<file path="src/rtl/fetch_pkg.sv">
// Shared types and constants for the instruction-fetch stage.
// FSM states, the NOP used to fill IF/ID, and the default boot address.
package fetch_pkg;

  typedef enum logic [1:0] {
    ST_IDLE  = 2'd0,
    ST_FETCH = 2'd1,
    ST_DRAIN = 2'd2,
    ST_HOLD  = 2'd3
  } fetch_state_e;

  // addi x0, x0, 0
  localparam logic [31:0] NOP_INSTR        = 32'h0000_0013;
  localparam logic [31:0] DEFAULT_RESET_PC = 32'h0000_0000;
  localparam int          INSTR_BYTES      = 4;

endpackage

</file>
<file path="src/rtl/fetch_unit_if.sv">
// Instruction-memory request/response bus with hold-until-ready handshake.
// The fetch unit is the master; the memory side is the slave.
interface fetch_unit_if #(
  parameter int XLEN = 32
);
  logic            imem_req;
  logic [XLEN-1:0] imem_addr;
  logic            imem_ready;
  logic [31:0]     imem_rdata;

  modport master (
    output imem_req,
    output imem_addr,
    input  imem_ready,
    input  imem_rdata
  );

  modport slave (
    input  imem_req,
    input  imem_addr,
    output imem_ready,
    output imem_rdata
  );
endinterface

</file>
<file path="src/rtl/fetch_target_mux.sv">
// Redirect target select: JALR clears bit 0, branch/JAL target passes through.
// Also flags a target that is not 4-byte aligned (bit 1 set).
module fetch_target_mux #(
  parameter int XLEN = 32
) (
  input  logic            jalr_i,
  input  logic [XLEN-1:0] branch_target_i,
  input  logic [XLEN-1:0] jalr_target_i,
  output logic [XLEN-1:0] target_o,
  output logic            misaligned_o
);

  always_comb begin
    target_o     = jalr_i ? {jalr_target_i[XLEN-1:1], 1'b0} : branch_target_i;
    misaligned_o = target_o[1];
  end

endmodule

</file>
<file path="src/rtl/fetch_unit.sv">
// RV32I instruction-fetch stage: owns the PC, drives the imem handshake,
// handles EX redirects and load-use stalls with a one-entry hold buffer.
module fetch_unit
  import fetch_pkg::*;
#(
  parameter int              XLEN     = 32,
  parameter logic [XLEN-1:0] RESET_PC = XLEN'(DEFAULT_RESET_PC)
) (
  input  logic              clk,
  input  logic              rst_n,
  input  logic              mpc,
  input  logic              jalr,
  input  logic [XLEN-1:0]   branch_target,
  input  logic [XLEN-1:0]   jalr_target,
  input  logic              stall,
  fetch_unit_if.master      imem,
  output logic              if_valid,
  output logic [31:0]       if_instr,
  output logic [XLEN-1:0]   if_pc,
  output logic              flush,
  output logic              misaligned
);

  localparam logic [XLEN-1:0] PC_STEP = XLEN'(INSTR_BYTES);

  fetch_state_e    state_q, state_d;
  logic [XLEN-1:0] pc_q, pc_d;
  logic [XLEN-1:0] req_addr_q, req_addr_d;
  logic [31:0]     hold_instr_q, hold_instr_d;
  logic [XLEN-1:0] hold_pc_q, hold_pc_d;
  logic            hold_vld_q, hold_vld_d;
  logic            if_valid_q, if_valid_d;
  logic [31:0]     if_instr_q, if_instr_d;
  logic [XLEN-1:0] if_pc_q, if_pc_d;
  logic            misaligned_q, misaligned_d;

  logic [XLEN-1:0] target;
  logic            target_mis;
  logic [XLEN-1:0] seq_addr;
  logic            if_load;
  logic            if_load_vld;
  logic [31:0]     if_load_instr;
  logic [XLEN-1:0] if_load_pc;

  fetch_target_mux #(.XLEN(XLEN)) u_target_mux (
    .jalr_i          (jalr),
    .branch_target_i (branch_target),
    .jalr_target_i   (jalr_target),
    .target_o        (target),
    .misaligned_o    (target_mis)
  );

  // Wraps modulo 2^XLEN by construction.
  assign seq_addr = req_addr_q + PC_STEP;

  always_comb begin
    state_d       = state_q;
    pc_d          = pc_q;
    req_addr_d    = req_addr_q;
    hold_instr_d  = hold_instr_q;
    hold_pc_d     = hold_pc_q;
    hold_vld_d    = hold_vld_q;
    if_load       = 1'b0;
    if_load_vld   = 1'b0;
    if_load_instr = if_instr_q;
    if_load_pc    = if_pc_q;
    misaligned_d  = mpc & target_mis;

    case (state_q)
      ST_IDLE: begin
        state_d = ST_FETCH;
        if (mpc) begin
          pc_d       = target;
          req_addr_d = target;
        end
      end

      ST_FETCH: begin
        if (mpc) begin
          pc_d = target;
          if (imem.imem_ready) req_addr_d = target;
          else                 state_d    = ST_DRAIN;
        end else if (imem.imem_ready) begin
          pc_d = seq_addr;
          if (stall) begin
            // IF/ID is frozen; park the returning word until it frees up.
            hold_instr_d = imem.imem_rdata;
            hold_pc_d    = req_addr_q;
            hold_vld_d   = 1'b1;
            state_d      = ST_HOLD;
          end else begin
            req_addr_d    = seq_addr;
            if_load       = 1'b1;
            if_load_vld   = 1'b1;
            if_load_instr = imem.imem_rdata;
            if_load_pc    = req_addr_q;
          end
        end
      end

      ST_DRAIN: begin
        // The old request cannot be withdrawn; wait it out, latest target wins.
        if (mpc) pc_d = target;
        if (imem.imem_ready) begin
          req_addr_d = mpc ? target : pc_q;
          state_d    = ST_FETCH;
        end
      end

      ST_HOLD: begin
        if (mpc) begin
          pc_d       = target;
          req_addr_d = target;
          hold_vld_d = 1'b0;
          state_d    = ST_FETCH;
        end else if (!stall) begin
          if_load       = 1'b1;
          if_load_vld   = hold_vld_q;
          if_load_instr = hold_instr_q;
          if_load_pc    = hold_pc_q;
          hold_vld_d    = 1'b0;
          req_addr_d    = pc_q;
          state_d       = ST_FETCH;
        end
      end

      default: state_d = ST_IDLE;
    endcase
  end

  // IF outputs: a redirect kills, a stall freezes, otherwise load or go empty.
  always_comb begin
    if_valid_d = if_valid_q;
    if_instr_d = if_instr_q;
    if_pc_d    = if_pc_q;
    if (mpc) begin
      if_valid_d = 1'b0;
    end else if (if_load) begin
      if_valid_d = if_load_vld;
      if_instr_d = if_load_instr;
      if_pc_d    = if_load_pc;
    end else if (!stall) begin
      if_valid_d = 1'b0;
    end
  end

  always_ff @(posedge clk or negedge rst_n) begin
    if (!rst_n) begin
      state_q      <= ST_IDLE;
      pc_q         <= RESET_PC;
      req_addr_q   <= RESET_PC;
      hold_instr_q <= NOP_INSTR;
      hold_pc_q    <= '0;
      hold_vld_q   <= 1'b0;
      if_valid_q   <= 1'b0;
      if_instr_q   <= NOP_INSTR;
      if_pc_q      <= '0;
      misaligned_q <= 1'b0;
    end else begin
      state_q      <= state_d;
      pc_q         <= pc_d;
      req_addr_q   <= req_addr_d;
      hold_instr_q <= hold_instr_d;
      hold_pc_q    <= hold_pc_d;
      hold_vld_q   <= hold_vld_d;
      if_valid_q   <= if_valid_d;
      if_instr_q   <= if_instr_d;
      if_pc_q      <= if_pc_d;
      misaligned_q <= misaligned_d;
    end
  end

  // DRAIN keeps the request asserted so the old transfer can complete.
  assign imem.imem_req  = (state_q == ST_FETCH) || (state_q == ST_DRAIN);
  assign imem.imem_addr = req_addr_q;
  assign if_valid       = if_valid_q;
  assign if_instr       = if_instr_q;
  assign if_pc          = if_pc_q;
  assign flush          = mpc;
  assign misaligned     = misaligned_q;

endmodule
</file>
<file path="src/flat_wrapper.sv">
// flat-port wrapper written by rule: the top's interface ports become plain ports
module fetch_unit_flat import fetch_pkg::*;
#(
  parameter int              XLEN     = 32,
  parameter logic [XLEN-1:0] RESET_PC = XLEN'(DEFAULT_RESET_PC)
)
  (clk, rst_n, mpc, jalr, branch_target, jalr_target, stall, if_valid, if_instr, if_pc, flush, misaligned, imem_imem_req, imem_imem_addr, imem_imem_ready, imem_imem_rdata);
  fetch_unit_if #(.XLEN(XLEN)) imem_i ();
  input  logic clk;
  input  logic rst_n;
  input  logic mpc;
  input  logic jalr;
  input  logic [XLEN-1:0] branch_target;
  input  logic [XLEN-1:0] jalr_target;
  input  logic stall;
  output logic if_valid;
  output logic [31:0] if_instr;
  output logic [XLEN-1:0] if_pc;
  output logic flush;
  output logic misaligned;
  output wire logic [$bits(imem_i.imem_req)-1:0] imem_imem_req;
  output wire logic [$bits(imem_i.imem_addr)-1:0] imem_imem_addr;
  input wire logic [$bits(imem_i.imem_ready)-1:0] imem_imem_ready;
  input wire logic [$bits(imem_i.imem_rdata)-1:0] imem_imem_rdata;
  assign imem_imem_req = imem_i.imem_req;
  assign imem_imem_addr = imem_i.imem_addr;
  assign imem_i.imem_ready = imem_imem_ready;
  assign imem_i.imem_rdata = imem_imem_rdata;
  fetch_unit #(.XLEN(XLEN), .RESET_PC(RESET_PC)) u_core (.clk(clk), .rst_n(rst_n), .mpc(mpc), .jalr(jalr), .branch_target(branch_target), .jalr_target(jalr_target), .stall(stall), .imem(imem_i), .if_valid(if_valid), .if_instr(if_instr), .if_pc(if_pc), .flush(flush), .misaligned(misaligned));
endmodule
</file>
<file path="config.mk">
export PLATFORM = sky130hd
export DESIGN_NAME = fetch_unit_flat
export DESIGN_NICKNAME = d
export VERILOG_FILES = /design/src/rtl/fetch_pkg.sv /design/src/rtl/fetch_unit_if.sv /design/src/rtl/fetch_target_mux.sv /design/src/rtl/fetch_unit.sv /design/src/flat_wrapper.sv
export SDC_FILE = /design/constraint.sdc
export NUM_CORES = 1
export LEC_CHECK = 0
export CORE_ASPECT_RATIO = 0.5
export CORE_UTILIZATION = 53
export DETAILED_ROUTE_END_ITERATION = 8
export PLACE_DENSITY = 0.81
export SYNTH_ARGS = -nofsm -noshare
export SYNTH_HDL_FRONTEND = slang
export SYNTH_HIERARCHICAL = 1
export SYNTH_SLANG_ARGS = --single-unit
</file>
<file path="constraint.sdc">
create_clock -name clk -period 2.54 [get_ports clk]
set_input_delay 0.508 -clock clk [delete_from_list [all_inputs] [get_ports clk]]
set_output_delay 0.508 -clock clk [all_outputs]
set_load 0.005 [all_outputs]
</file>
* After elaboration in Yosys (flattened, before gate mapping)
Cells that the tools add are included.
** Word-level totals
- Output and inout port bits :: 100
- Word-level logic and storage cells :: 83
- Flip-flop bits (word level) :: 197
** Operators by class
- Eq/ne operators :: 16
- Reduce and logical (&&, ||, !) cells :: 9
- Muxes and demuxes :: 45
- Bitwise gates (word level) :: 2
- Add/sub/neg operators :: 1
** Operators by type and width (number)
- 32-bit two-way mux :: 18
- 32-bit case mux with 2 select lines :: 3
- 32-bit case mux with 4 select lines :: 1
- 32-bit by 3-bit adder with 32-bit output, second input constant :: 1
- 3-bit inequality test, second input constant :: 5
- 5-bit AND reduction :: 3
- 2-bit two-way mux :: 7
- 2-bit inequality test, second input constant :: 7
- 1-bit two-way mux :: 12
- 2-bit case mux with 4 select lines :: 1
- 1-bit case mux with 2 select lines :: 3
- 6-bit AND reduction :: 1
- 2-bit == test, second input constant :: 2
- 4-bit AND reduction :: 1
- 3-bit by 2-bit inequality test with 1-bit output, second input constant :: 1
- 3-bit OR reduction :: 1
- 2-bit by 1-bit == test with 1-bit output, second input constant :: 1
- 2-bit zero test :: 1
- 2-bit nonzero test :: 1
- 1-bit bitwise AND :: 1
- 1-bit logical OR :: 1
- 1-bit inverter :: 1

* Depth between registers and ports, before layout
- Depth after elaboration :: 6
- Gate-level depth with buffers :: 11
- Depth with buffers taken out :: 7

* Cells and area by module
The synthesis kept the hierarchy.
** By module, submodules not included
- fetch_unit :: instances 1, cells an instance 998, area an instance 10107.2 sq um
- fetch_target_mux :: instances 1, cells an instance 37, area an instance 543.0 sq um

* Least setup slack after synthesis
Ideal clock, no wire load.
- Path kind :: register -> register
- From :: register u_core.req_addr_q[2] (netlist: u_core/imem.imem_addr[2])
- To :: register u_core.pc_q[22]
- Buffers on the path :: 0
- Period minus slack after synthesis :: 2.160 ns
- Slack :: 0.380 ns
- Stages on the path, launching flop included :: 7
- Setup time :: 0.134 ns
- Arrival time :: 2.027 ns
- Data required time :: 2.406 ns
- Path through :: dfrtp_1 > ha_1 > nand4_4 > or4_4 > o31a_1 > nor3_2 > o31ai_2
** Between the ends
- Cells in the longest elaborated chain, start to end :: 4
** RTL lines
- start: declaration :: RTL line fetch_unit.sv:28 : logic [XLEN-1:0] req_addr_q, req_addr_d;
- start signal: assignment :: RTL line fetch_unit.sv:162 : req_addr_q <= req_addr_d;
- 32-bit by 3-bit adder with 32-bit output :: RTL line fetch_unit.sv:54 : assign seq_addr = req_addr_q + PC_STEP;
- 32-bit two-way mux :: RTL line fetch_unit.sv:83 : end else if (imem.imem_ready) begin
- 32-bit two-way mux :: RTL line fetch_unit.sv:79 : if (mpc) begin
- 32-bit case mux with 2 select lines :: RTL line fetch_unit.sv:69 : case (state_q)
- end signal: assignment :: RTL line fetch_unit.sv:161 : pc_q <= pc_d;
- end: declaration :: RTL line fetch_unit.sv:27 : logic [XLEN-1:0] pc_q, pc_d;
No other way between the ends. The select of a mux whose other input is x is not followed.
A chain may end at the register's enable or synchronous reset.

* Worst setup path in the final report
- From :: register u_core.req_addr_q[7] (netlist: u_core/imem.imem_addr[7])
- To :: register u_core.req_addr_q[19] (netlist: u_core/imem.imem_addr[19])
** Between the ends
- Cells in the longest elaborated chain, start to end :: 5
** RTL lines
- 32-bit by 3-bit adder with 32-bit output :: RTL line fetch_unit.sv:54
- 32-bit two-way mux :: RTL line fetch_unit.sv:85 : if (stall) begin
- 32-bit two-way mux :: RTL line fetch_unit.sv:83
- 32-bit two-way mux :: RTL line fetch_unit.sv:79
- 32-bit case mux with 4 select lines :: RTL line fetch_unit.sv:69
No other way between the ends. The select of a mux whose other input is x is not followed.

==> flow_summary.json <==
{
  "grt.total_usage_pct": 30.0,
  "max_stage_delay_ns": 0.59,
  "muxShareOfSynthArea_pct": 18.8,
  "syn-num-nets": 1143,
  "powerDensity_mw_per_mm2": 1180,
  "yosysTopAreaCell": "dfrtp_1",
  "antennaDiodeCount": 0,
  "synth_fa_ha_area_share_pct": 0.705,
  "std_cell_rows": 36,
  "timing.clock.skew_ns": 0.00797,
  "ys.flop_type": "dfrtp_1",
  "design.die.area_sq_mm": 0.0207,
  "nNetsFinal": 1335,
  "via_per_inst": 6.09,
  "htreeDepth": 4,
  "wl_um": 30700,
  "pin_count": 202,
  "setup_tns_ns": 0,
  "synth-simple-area-share_pct": 12.4,
  "yosys_warnings": 6,
  "synth_area_sq_mm": 0.0107,
  "synth_compound_area_share_pct": 15.5,
  "numPortBuffers": 200,
  "p_leak_nw": 5.88,
  "total_power_w": 0.0162,
  "cts_buffers": 17,
  "synth_top_family_by_area": "multiplexers",
  "crit_arrival_ns": 2.70,
  "status": "finished, final reports clean",
  "whs_ns": 0.0833,
  "timing.final.hold_violations": 0,
  "vias": 9165,
  "insertion_delay_ns": 0.43,
  "worst_pin_slew_ns": 1.14,
  "dp_hpwl_um": 21200,
  "first_global_vias": 8821,
  "fill_cells": 1406,
  "drcViolationCount": 0,
  "worstPathRequired_ns": 2.85,
  "path_clk_slew_ns": 0.07,
  "ant_nets": 0,
  "path_cells": "nand4_1 -> nor4_2 -> mux2_2 -> a211oi_1 -> a311oi_1",
  "synth_top_area_share_pct": 44.9,
  "clock-sinks": 197,
  "drt-pass1-iter-count": 5,
  "synthTopCellsByArea": "dfrtp_1 (45%), mux2i_1 (7.7%), mux2_2 (6.9%), o21ai_0 (5.2%), nand2_1 (4.5%)",
  "rsz0062_at_grt": "no",
  "start_kind": "register",
  "drtIter0Drc": 876,
  "die_h_um": 102,
  "cts_root_buf": "clkbuf_16",
  "grt_max_degree": 76,
  "grt.overflow.total": 0,
  "cts_buffer_depth": 2,
  "place_congestion": 0.887,
  "drive_gt1_share_pct": 17.7,
  "die_w_um": 202,
  "cp_slowest_cell": "dfrtp_1",
  "synthDistinctLibCells": 71,
  "slew_headroom_pct": 23.7,
  "drv_cap": 0,
  "start_util_pct": 54.5,
  "async_reset_ff_share_pct": 100,
  "worstPathMaxFanout": 10,
  "postCtsSetupRepairBufs": 0,
  "ys_ff_latch": 197,
  "synth_edf_count": 0,
  "synthCells": 1035,
  "synth_xor_area_share_pct": 1.73,
  "wl_per_cell_um": 20.4,
  "synth-seq-area-share_pct": 46.4,
  "antenna_found_initial": 0,
  "cts-resized-gates": 0,
  "grt_pass1_wl_um": 47700,
  "syn_avg_cell_area_sq_um": 10.3,
  "cts_tree": "built",
  "end_kind": "register",
  "ir_drop_v": 0.000539,
  "core_area_sq_mm": 0.0195,
  "area_growth_syn_to_layout_pct": 29.1,
  "period_share_pct": 94.2,
  "min_period_ns": 2.39,
  "finalSetupViolCount": 0,
  "hp-class": "in -> async",
  "clock.fmax_ghz": 0.418,
  "slew_violations": 0,
  "hold_buffers": 0,
  "critical_path_class": "reg -> reg"
}
## layout by cell type (no fill, tap or decap), types with 13 or more instances in the layout
| master | n |
|---|---|
| buf_4 | 55 |
| nor3_1 | 13 |
| clkdlybuf4s50_1 | 197 |
| o22ai_1 | 15 |
| dfrtp_1 | 191 |
| nor2_1 | 54 |
| nand3_1 | 15 |
| o221ai_1 | 13 |
| mux2_2 | 65 |
| mux2i_1 | 82 |
| clkbuf_16 | 17 |
| nand2_1 | 128 |
| a21oi_1 | 29 |
| o21ai_0 | 111 |
| mux2_4 | 29 |
## metal layers
| layer | vias up | share of wire, % | GRT usage, % |
|---|---|---|---|
| met5 | - | 0 | 0 |
| met4 | 0 | 1.7 | 9.20 |
| met3 | 64 | 9.0 | 6.63 |
| met2 | 471 | 46 | 47.3 |
| met1 | 4490 | 43 | 41.8 |
| li1 | 4140 | - | - |
## cells by family (layout without fill, tap and decap cells)
logic type / after synthesis / after routing
simple gates: 273 / 273
compound gates: 259 / 259
flops: 197 / 197
mux: 177 / 177
buf+inv: 102 / 307
xor+xnor: 21 / 21
fa+ha+maj: 6 / 6
## area by class of cell
class                           instances  area [sq um]  area share [%]
Clock inverter                         12           146            1.06
Clock buffer                           20           437            3.18
Inverter                               11          41.3           0.300
Tap cell                              266           333            2.42
Sequential cell                       197          4940            35.9
Timing Repair Buffer                  264          2590            18.8
Multi-Input combinational cell        736          5270            38.3
## final timing paths
kind	startpoint	to	slack [ns]	depth (start not counted)
hold / removal	rst_n	u_core/hold_instr_q[2]$_DFFE_PN0P_	0.08	1
hold reg to reg	u_core/if_instr[9]$_DFFE_PN0P_	u_core/if_instr[9]$_DFFE_PN0P_	0.48	2
max in group asynchronous	rst_n	u_core/imem.imem_addr[14]$_DFFE_PN0P_	1.72	2
setup reg to reg	u_core/imem.imem_addr[7]$_DFFE_PN0P_	u_core/imem.imem_addr[19]$_DFFE_PN0P_	0.15	5
setup / recovery	u_core/imem.imem_addr[7]$_DFFE_PN0P_	u_core/imem.imem_addr[19]$_DFFE_PN0P_	0.15	5
min in group clk	u_core/if_instr[9]$_DFFE_PN0P_	u_core/if_instr[9]$_DFFE_PN0P_	0.48	2
## per-stage QoR
stage	utilization, %	instances	cell area, sq um	worst slack (ns)
floorplan	-	1035	10700	0.380
global placement	67.3	1474	13200	0.151
detailed placement	67.3	1474	13200	0.0786
CTS	70.3	1506	13700	0.0846
global route	70.3	1506	13700	0.0523
finish	70.3	1506	13700	0.148
## critical path: cells and delay by family, from the launching register on
family | cells | cell delay [ns]
DFF | 1 | 0.59
muxes | 1 | 0.39
AOI/OAI and AO/OA | 2 | 0.33
and+or+nand+nor | 2 | 0.95
## state kept, by name, indices dropped and copies added, names as in the netlist, 2 cells and up
register	cells
u_core/hold_instr_q	32
u_core/hold_pc_q	32
u_core/if_instr	32
u_core/if_pc	32
u_core/imem.imem_addr	32
u_core/pc_q	32
u_core/state_q	2
## synthesized netlist by cell type, types with 12 or more instances
library cell,number
a21oi_1,29
buf_2,26
clkbuf_1,49
dfrtp_1,191
mux2_2,65
mux2_4,29
mux2i_1,82
nand2_1,128
nand3_1,16
nand4_1,12
nor2_1,54
nor3_1,13
o21ai_0,111
o221ai_1,13
o22ai_1,15
## report_power, final
group	internal [W]	switching [W]
Combinational	0.00393	0.00391
Clock	0.00148	0.00125
Sequential	0.00455	0.00111
Note: power is estimated with default switching activity, not from simulation.
